**src/rtl/alu_writeback_if.sv**
```systemverilog
// ----------------------------------------------------------------------------
// alu_writeback_if
// Result handshake between the ALU (master) and the writeback stage (slave).
//   wb_valid    master->slave  result offered this cycle
//   wb_ready    slave->master  stage can accept (registered)
//   wb_data     master->slave  ALU result
//   wb_flags    master->slave  ALU flags {carry, sign, zero, shift-out}
//   wb_dest     master->slave  destination register
//   wb_flag_we  master->slave  entry also updates the flag register
// ----------------------------------------------------------------------------
interface alu_writeback_if #(
    parameter int DATA_W = 8,
    parameter int ADDR_W = 3
);
    logic              wb_valid;
    logic              wb_ready;
    logic [DATA_W-1:0] wb_data;
    logic [3:0]        wb_flags;
    logic [ADDR_W-1:0] wb_dest;
    logic              wb_flag_we;

    modport master (
        output wb_valid, wb_data, wb_flags, wb_dest, wb_flag_we,
        input  wb_ready
    );

    modport slave (
        input  wb_valid, wb_data, wb_flags, wb_dest, wb_flag_we,
        output wb_ready
    );
endinterface

```
**src/rtl/alu_writeback.sv**
```systemverilog
// ----------------------------------------------------------------------------
// alu_writeback
// Downstream stage of the 8-bit ALU. ALU results are queued in a small FIFO
// and committed, one per cycle and in order, to a register bank plus a 4-bit
// flag register. Two combinational read ports feed the ALU operands.
//
// Ports
//   clk, rst_n      clock (rising edge), asynchronous active-low reset
//   wb              result handshake (alu_writeback_if.slave)
//   wr_stall        hold the commit this cycle (bank port borrowed)
//   rd_addr_a/b     read port addresses
//   rd_data_a/b     read port data (combinational)
//   flags           committed flag register
//   pending_mask    bit i set while a queued entry targets register i
//   fifo_count      number of queued entries
//
// Build option
//   ALU_WB_BYPASS_EN  when defined, each read port returns the youngest queued
//                     entry for its address, falling back to the bank.
// ----------------------------------------------------------------------------
module alu_writeback #(
    parameter int DATA_W = 8,
    parameter int ADDR_W = 3,
    parameter int DEPTH  = 4
) (
    input  logic                      clk,
    input  logic                      rst_n,
    alu_writeback_if.slave            wb,
    input  logic                      wr_stall,
    input  logic [ADDR_W-1:0]         rd_addr_a,
    output logic [DATA_W-1:0]         rd_data_a,
    input  logic [ADDR_W-1:0]         rd_addr_b,
    output logic [DATA_W-1:0]         rd_data_b,
    output logic [3:0]                flags,
    output logic [(1<<ADDR_W)-1:0]    pending_mask,
    output logic [$clog2(DEPTH):0]    fifo_count
);
    localparam int NREG  = 1 << ADDR_W;
    localparam int PTR_W = $clog2(DEPTH);
    localparam int CNT_W = PTR_W + 1;

    // Queue storage carries no reset: only count/pointers define validity.
    logic [DATA_W-1:0] q_data    [DEPTH];
    logic [3:0]        q_flags   [DEPTH];
    logic [ADDR_W-1:0] q_dest    [DEPTH];
    logic              q_flag_we [DEPTH];

    logic [PTR_W-1:0]  head;
    logic [PTR_W-1:0]  tail;
    logic [CNT_W-1:0]  count;
    logic [CNT_W-1:0]  count_next;
    logic              ready;

    logic [DATA_W-1:0] bank [NREG];
    logic [3:0]        flag_reg;

    logic              push;
    logic              pop;

    // Queue slots listed from oldest (k=0) to youngest, with validity.
    logic [PTR_W-1:0]  age_slot [DEPTH];
    logic              age_vld  [DEPTH];

    assign push = wb.wb_valid & ready;
    assign pop  = (count != '0) & ~wr_stall;

    always_comb begin
        count_next = count;
        if (push && !pop) begin
            count_next = count + 1'b1;
        end else if (pop && !push) begin
            count_next = count - 1'b1;
        end
    end

    // Ready is registered from the next-state count, so a pop never frees a
    // slot for a push in the same cycle.
    always_ff @(posedge clk or negedge rst_n) begin
        if (!rst_n) begin
            head  <= '0;
            tail  <= '0;
            count <= '0;
            ready <= 1'b0;
        end else begin
            if (push) begin
                tail <= tail + 1'b1;
            end
            if (pop) begin
                head <= head + 1'b1;
            end
            count <= count_next;
            ready <= (count_next != CNT_W'(DEPTH));
        end
    end

    always_ff @(posedge clk) begin
        if (push) begin
            q_data[tail]    <= wb.wb_data;
            q_flags[tail]   <= wb.wb_flags;
            q_dest[tail]    <= wb.wb_dest;
            q_flag_we[tail] <= wb.wb_flag_we;
        end
    end

    // Commit stage: head entry lands in the bank (and flags if requested).
    always_ff @(posedge clk or negedge rst_n) begin
        if (!rst_n) begin
            for (int i = 0; i < NREG; i++) begin
                bank[i] <= '0;
            end
            flag_reg <= 4'h0;
        end else if (pop) begin
            bank[q_dest[head]] <= q_data[head];
            if (q_flag_we[head]) begin
                flag_reg <= q_flags[head];
            end
        end
    end

    for (genvar k = 0; k < DEPTH; k++) begin : g_age
        assign age_slot[k] = head + PTR_W'(k);
        assign age_vld[k]  = (CNT_W'(k) < count);
    end

    always_comb begin
        pending_mask = '0;
        for (int k = 0; k < DEPTH; k++) begin
            if (age_vld[k]) begin
                pending_mask[q_dest[age_slot[k]]] = 1'b1;
            end
        end
    end

`ifdef ALU_WB_BYPASS_EN
    // Later (younger) matches override earlier ones.
    always_comb begin
        rd_data_a = bank[rd_addr_a];
        rd_data_b = bank[rd_addr_b];
        for (int k = 0; k < DEPTH; k++) begin
            if (age_vld[k] && (q_dest[age_slot[k]] == rd_addr_a)) begin
                rd_data_a = q_data[age_slot[k]];
            end
            if (age_vld[k] && (q_dest[age_slot[k]] == rd_addr_b)) begin
                rd_data_b = q_data[age_slot[k]];
            end
        end
    end
`else
    assign rd_data_a = bank[rd_addr_a];
    assign rd_data_b = bank[rd_addr_b];
`endif

    assign wb.wb_ready = ready;
    assign flags       = flag_reg;
    assign fifo_count  = count;
endmodule
```
**src/flat_wrapper.sv**
```systemverilog
// flat-port wrapper written by rule: the top's interface ports become plain ports
module alu_writeback_flat 
#(
    parameter int DATA_W = 8,
    parameter int ADDR_W = 3,
    parameter int DEPTH  = 4
)
  (clk, rst_n, wr_stall, rd_addr_a, rd_data_a, rd_addr_b, rd_data_b, flags, pending_mask, fifo_count, wb_wb_valid, wb_wb_data, wb_wb_flags, wb_wb_dest, wb_wb_flag_we, wb_wb_ready);
  alu_writeback_if #(.DATA_W(DATA_W), .ADDR_W(ADDR_W)) wb_i ();
  input  logic clk;
  input  logic rst_n;
  input  logic wr_stall;
  input  logic [ADDR_W-1:0] rd_addr_a;
  output logic [DATA_W-1:0] rd_data_a;
  input  logic [ADDR_W-1:0] rd_addr_b;
  output logic [DATA_W-1:0] rd_data_b;
  output logic [3:0] flags;
  output logic [(1<<ADDR_W)-1:0] pending_mask;
  output logic [$clog2(DEPTH):0] fifo_count;
  input wire logic [$bits(wb_i.wb_valid)-1:0] wb_wb_valid;
  input wire logic [$bits(wb_i.wb_data)-1:0] wb_wb_data;
  input wire logic [$bits(wb_i.wb_flags)-1:0] wb_wb_flags;
  input wire logic [$bits(wb_i.wb_dest)-1:0] wb_wb_dest;
  input wire logic [$bits(wb_i.wb_flag_we)-1:0] wb_wb_flag_we;
  output wire logic [$bits(wb_i.wb_ready)-1:0] wb_wb_ready;
  assign wb_i.wb_valid = wb_wb_valid;
  assign wb_i.wb_data = wb_wb_data;
  assign wb_i.wb_flags = wb_wb_flags;
  assign wb_i.wb_dest = wb_wb_dest;
  assign wb_i.wb_flag_we = wb_wb_flag_we;
  assign wb_wb_ready = wb_i.wb_ready;
  alu_writeback #(.DATA_W(DATA_W), .ADDR_W(ADDR_W), .DEPTH(DEPTH)) u_core (.clk(clk), .rst_n(rst_n), .wb(wb_i), .wr_stall(wr_stall), .rd_addr_a(rd_addr_a), .rd_data_a(rd_data_a), .rd_addr_b(rd_addr_b), .rd_data_b(rd_data_b), .flags(flags), .pending_mask(pending_mask), .fifo_count(fifo_count));
endmodule
```
**config.mk**
```make
export PLATFORM = sky130hd
export DESIGN_NAME = alu_writeback_flat
export DESIGN_NICKNAME = d
export VERILOG_FILES = /design/src/rtl/alu_writeback_if.sv /design/src/rtl/alu_writeback.sv /design/src/flat_wrapper.sv
export SDC_FILE = /design/constraint.sdc
export NUM_CORES = 1
export LEC_CHECK = 0
export ABC_CLOCK_PERIOD_IN_PS = 2470
export CAP_MARGIN = 20
export CORE_UTILIZATION = 58
export DETAILED_ROUTE_END_ITERATION = 16
export HOLD_SLACK_MARGIN = 0.05
export PLACE_DENSITY = 0.9
export SYNTH_ARGS = -nofsm -noshare
export SYNTH_HDL_FRONTEND = slang
export SYNTH_SLANG_ARGS = --single-unit
```
**constraint.sdc**
```tcl
create_clock -name clk -period 2.47 [get_ports clk]
set_clock_uncertainty 0.1 [all_clocks]
set_input_delay 0.494 -clock clk [delete_from_list [all_inputs] [get_ports clk]]
set_output_delay 0.494 -clock clk [all_outputs]
set_load 0.01 [all_outputs]
```
==> run_results.csv <==
group,metric,value,unit
status,status,"finished with violations",
status,violations,"design-rule violations, negative setup slack",
synth,synth_seq_cells,140,
setup_path,reg2reg_depth,9,
die,design.core.area,11600,um^2
drt,drc_errors,3,
pwr,p_leak,3.71,nW
timing,fin_crit_sh,120,%
drt,dr_total_vias,4417,
setup_path,critPathKind,"register to primary output",
place,post-dp-hpwl,10.2,mm
synth,seq_area_frac_synth,54.9,%
global_route,grt_use_total,29.1,%
min_path,hold_depth,1,
min_path,hold_end,"u_core.flags[1]",
timing,maxSlewViolCount,0,
layout,finalNonFillerCells,695,
drt,first_pass_iters,11,
place,placed_area,7990,um^2
timing,slew-limit-headroom,69.7,%
setup_path,r2r_setup_slack,-20,ps
clock_tree,clock_latency,420,ps
place,port_buffers,57,
synth,synth_nets,444,
synth,yosysTopAreaCellShare,27.6,%
global_route,grt_max_degree,48,
setup_path,reg2reg_from,"u_core.head[1]",
flow_run,cap_violations,0,
die,ios,58,
timing,rsz0062_at_grt,"true",
synth,synth_edf_count,64,
pwr,power,0.0129,W
layout,fillers,578,
layout,drive_above_1_share,55.4,%
layout,layout_commonest_cell,"dfrtp_1",
place,place_ws,-631,ps
timing,max_freq,0.339,GHz
clock_tree,cts_buffers,17,
setup_path,cp_max_fo,5,
clock_tree,cts.sinks,140,
timing,hold_violations,0,
drt,avgRoutedWirePerCell,25.4,um
synth,yosys_most_used_dff,"dfrtp_1",
timing,setup_ws,-484,ps
synth,synthesis.instances,410,
die,die_h,112,um
die,initial_core_util,60.2,%
global_route,first_global_vias,4872,
synth,netlist_area,6960,um^2
layout,layout_common_cells,"dfrtp_1, edfxtp_1, buf_4",
layout,area.growth.synth_to_final,31.3,%
setup_path,cp.arrival,2360,ps
die,num_rows,39,
global_route,grt_antenna_before_repair,0,
setup_path,r2r-end,"u_core.bank[20]",
pwr,ir_drop,0.000877,V
drt,viasPerCell,6.36,
synth,synthTopCellsByArea,"edfxtp_1, dfrtp_1, mux4_2",
drt,routed_wl,17.7,mm
place,place_inst,631,
min_path,hp-start,"u_core.flags[1]",
pwr,powerDensity,1410,nW/um^2
timing,setup_viol,16,
layout,diodes,0,
synth,synth_top_cell_by_area,"edfxtp_1",
setup_path,startpoint_type,"register",
clock_tree,cts_max_path_buffers,2,
clock_tree,cts_tree,"yes",
drt,final_antenna_net_count,0,
synth,syn_avg_cell_area,17.0,um^2
clock_tree,cts_root_buf,"clkbuf_16",
global_route,gr-total-overflow,0,
clock_tree,clkTransAtPathRegs,60,ps
layout,postLayoutCoreUtil,79.1,%
drt,drtIter0Drc,388,
setup_path,cp-end-kind,"primary output",
timing,worst_pin_slew,454,ps
global_route,grt_pass1_wl,26.5,mm
die,die_x,112,um
clock_tree,htree_num_levels,4,
layout,fin_area,9150,um^2
die,die_area,12400,um^2
min_path,hp-class,"register to register",
synth,yosys_warnings,0,
place,gp_congestion,0.898,
synth,synth.distinct_cells,45,
layout,nets,573,
setup_path,crit_required,1880,ps
synth,async_flop_share,54.3,%
timing,post-route-min-period,2950,ps
-- through the flow --
stage / hold WS [ps] / TNS [ps]
6_report: 425 / -3530
5_1_grt: 440 / -4790
4_1_cts: 418 / -3820
3_5_place_dp: 355 / -13520
3_3_place_gp: 353 / -12500
2_1_floorplan: 98.4 / 0
-- final cells by class --
cell class | count | area (um^2) | area share (%)
Sequential cell | 140 | 3820 | 41.8
Multi-Input combinational cell | 243 | 3250 | 35.5
Timing Repair Buffer | 131 | 1270 | 13.9
Clock buffer | 17 | 425 | 4.65
Tap cell | 143 | 179 | 1.96
Clock inverter | 15 | 178 | 1.94
Inverter | 6 | 22.5 | 0.246
-- cells in the mapped netlist (3+ instances only) --
library cell	count
a221o_1	4
and3_1	6
buf_1	3
buf_2	10
buf_6	4
clkbuf_1	3
dfrtp_1	76
edfxtp_1	64
ha_1	8
inv_1	6
mux2_1	5
mux2_2	62
mux2_4	27
mux2i_1	18
mux4_2	45
nand2_1	14
nand2b_1	3
nor2_1	4
o21ai_0	3
o221ai_1	4
o22ai_1	4
or2_2	3
xnor2_1	6
-- report_power, final --
| group | switching, W | leakage (nW) | internal, W | total, W |
|---|---|---|---|---|
| logic | 0.00279 | 1.93 | 0.00356 | 0.00635 |
| registers | 0.000648 | 1.49 | 0.00330 | 0.00395 |
| clock network | 0.00109 | 0.293 | 0.00153 | 0.00262 |
| total | 0.00453 | 3.71 | 0.00839 | 0.0129 |
-- cells by family after synthesis --
group / share of synthesized area (%)
adders and majority gates: 1.73
muxes: 34.1
buffers and inverters: 2.12
DFF: 54.9
xor gates and xnor gates: 0.755
and+or+nand+nor: 3.61
AOI/OAI and AO/OA: 2.75
-- sequential cells by signal (all words and copies together) (netlist names) --
signal,flops
u_core.q_flags,16
u_core.head,2
u_core.q_dest,12
u_core.q_data,32
u_core.q_flag_we,4
u_core.bank,64
u_core.tail,2
u_core.flags,4
u_core.fifo_count,3
u_core.wb.wb_ready,1
-- worst max-delay path by stage --
stage / slack (ps) / end / startpoint / cells after the start
CTS: -430 / pending_mask[3] / u_core.head[1] / 8
finish: -480 / pending_mask[3] / u_core.head[1] / 7
global placement: -610 / rd_data_b[1] / rd_addr_b[0] / 5
global route: -530 / pending_mask[6] / u_core.head[1] / 7
floorplan: 50 / rd_data_a[0] / rd_addr_a[0] / 4
detailed placement: -630 / rd_data_a[3] / rd_addr_a[0] / 5
-- routing by layer --
metal	track usage (%)	up-vias	part of all wire [%]
li1	-	1876	-
met1	33.7	2292	38
met2	52.4	204	54
met3	5.44	45	5.2
met4	13.6	0	3.1
met5	0	-	0
-- critical path, stage by stage, from the launching register on --
cell and delay, ps:
dfrtp_2 470, buf_6 150, mux2_4 300, mux2i_1 260, or2_4 220, o22ai_1 80, a221o_1 300, buf_2 150
-- repair_timing --
| item | 4_1_cts | 5_1_grt |
|---|---|---|
| buffers inserted | 14 | 15 |
| endpoints found under the setup margin | 33 | 59 |
| gates resized for setup | 113 | 56 |
| hold endpoints to repair | 29 | 0 |
| hold buffers | 1 | 0 |
| cloned | 4 | 0 |
| pin swaps | 3 | 5 |
(Power assumes the default switching activity.)
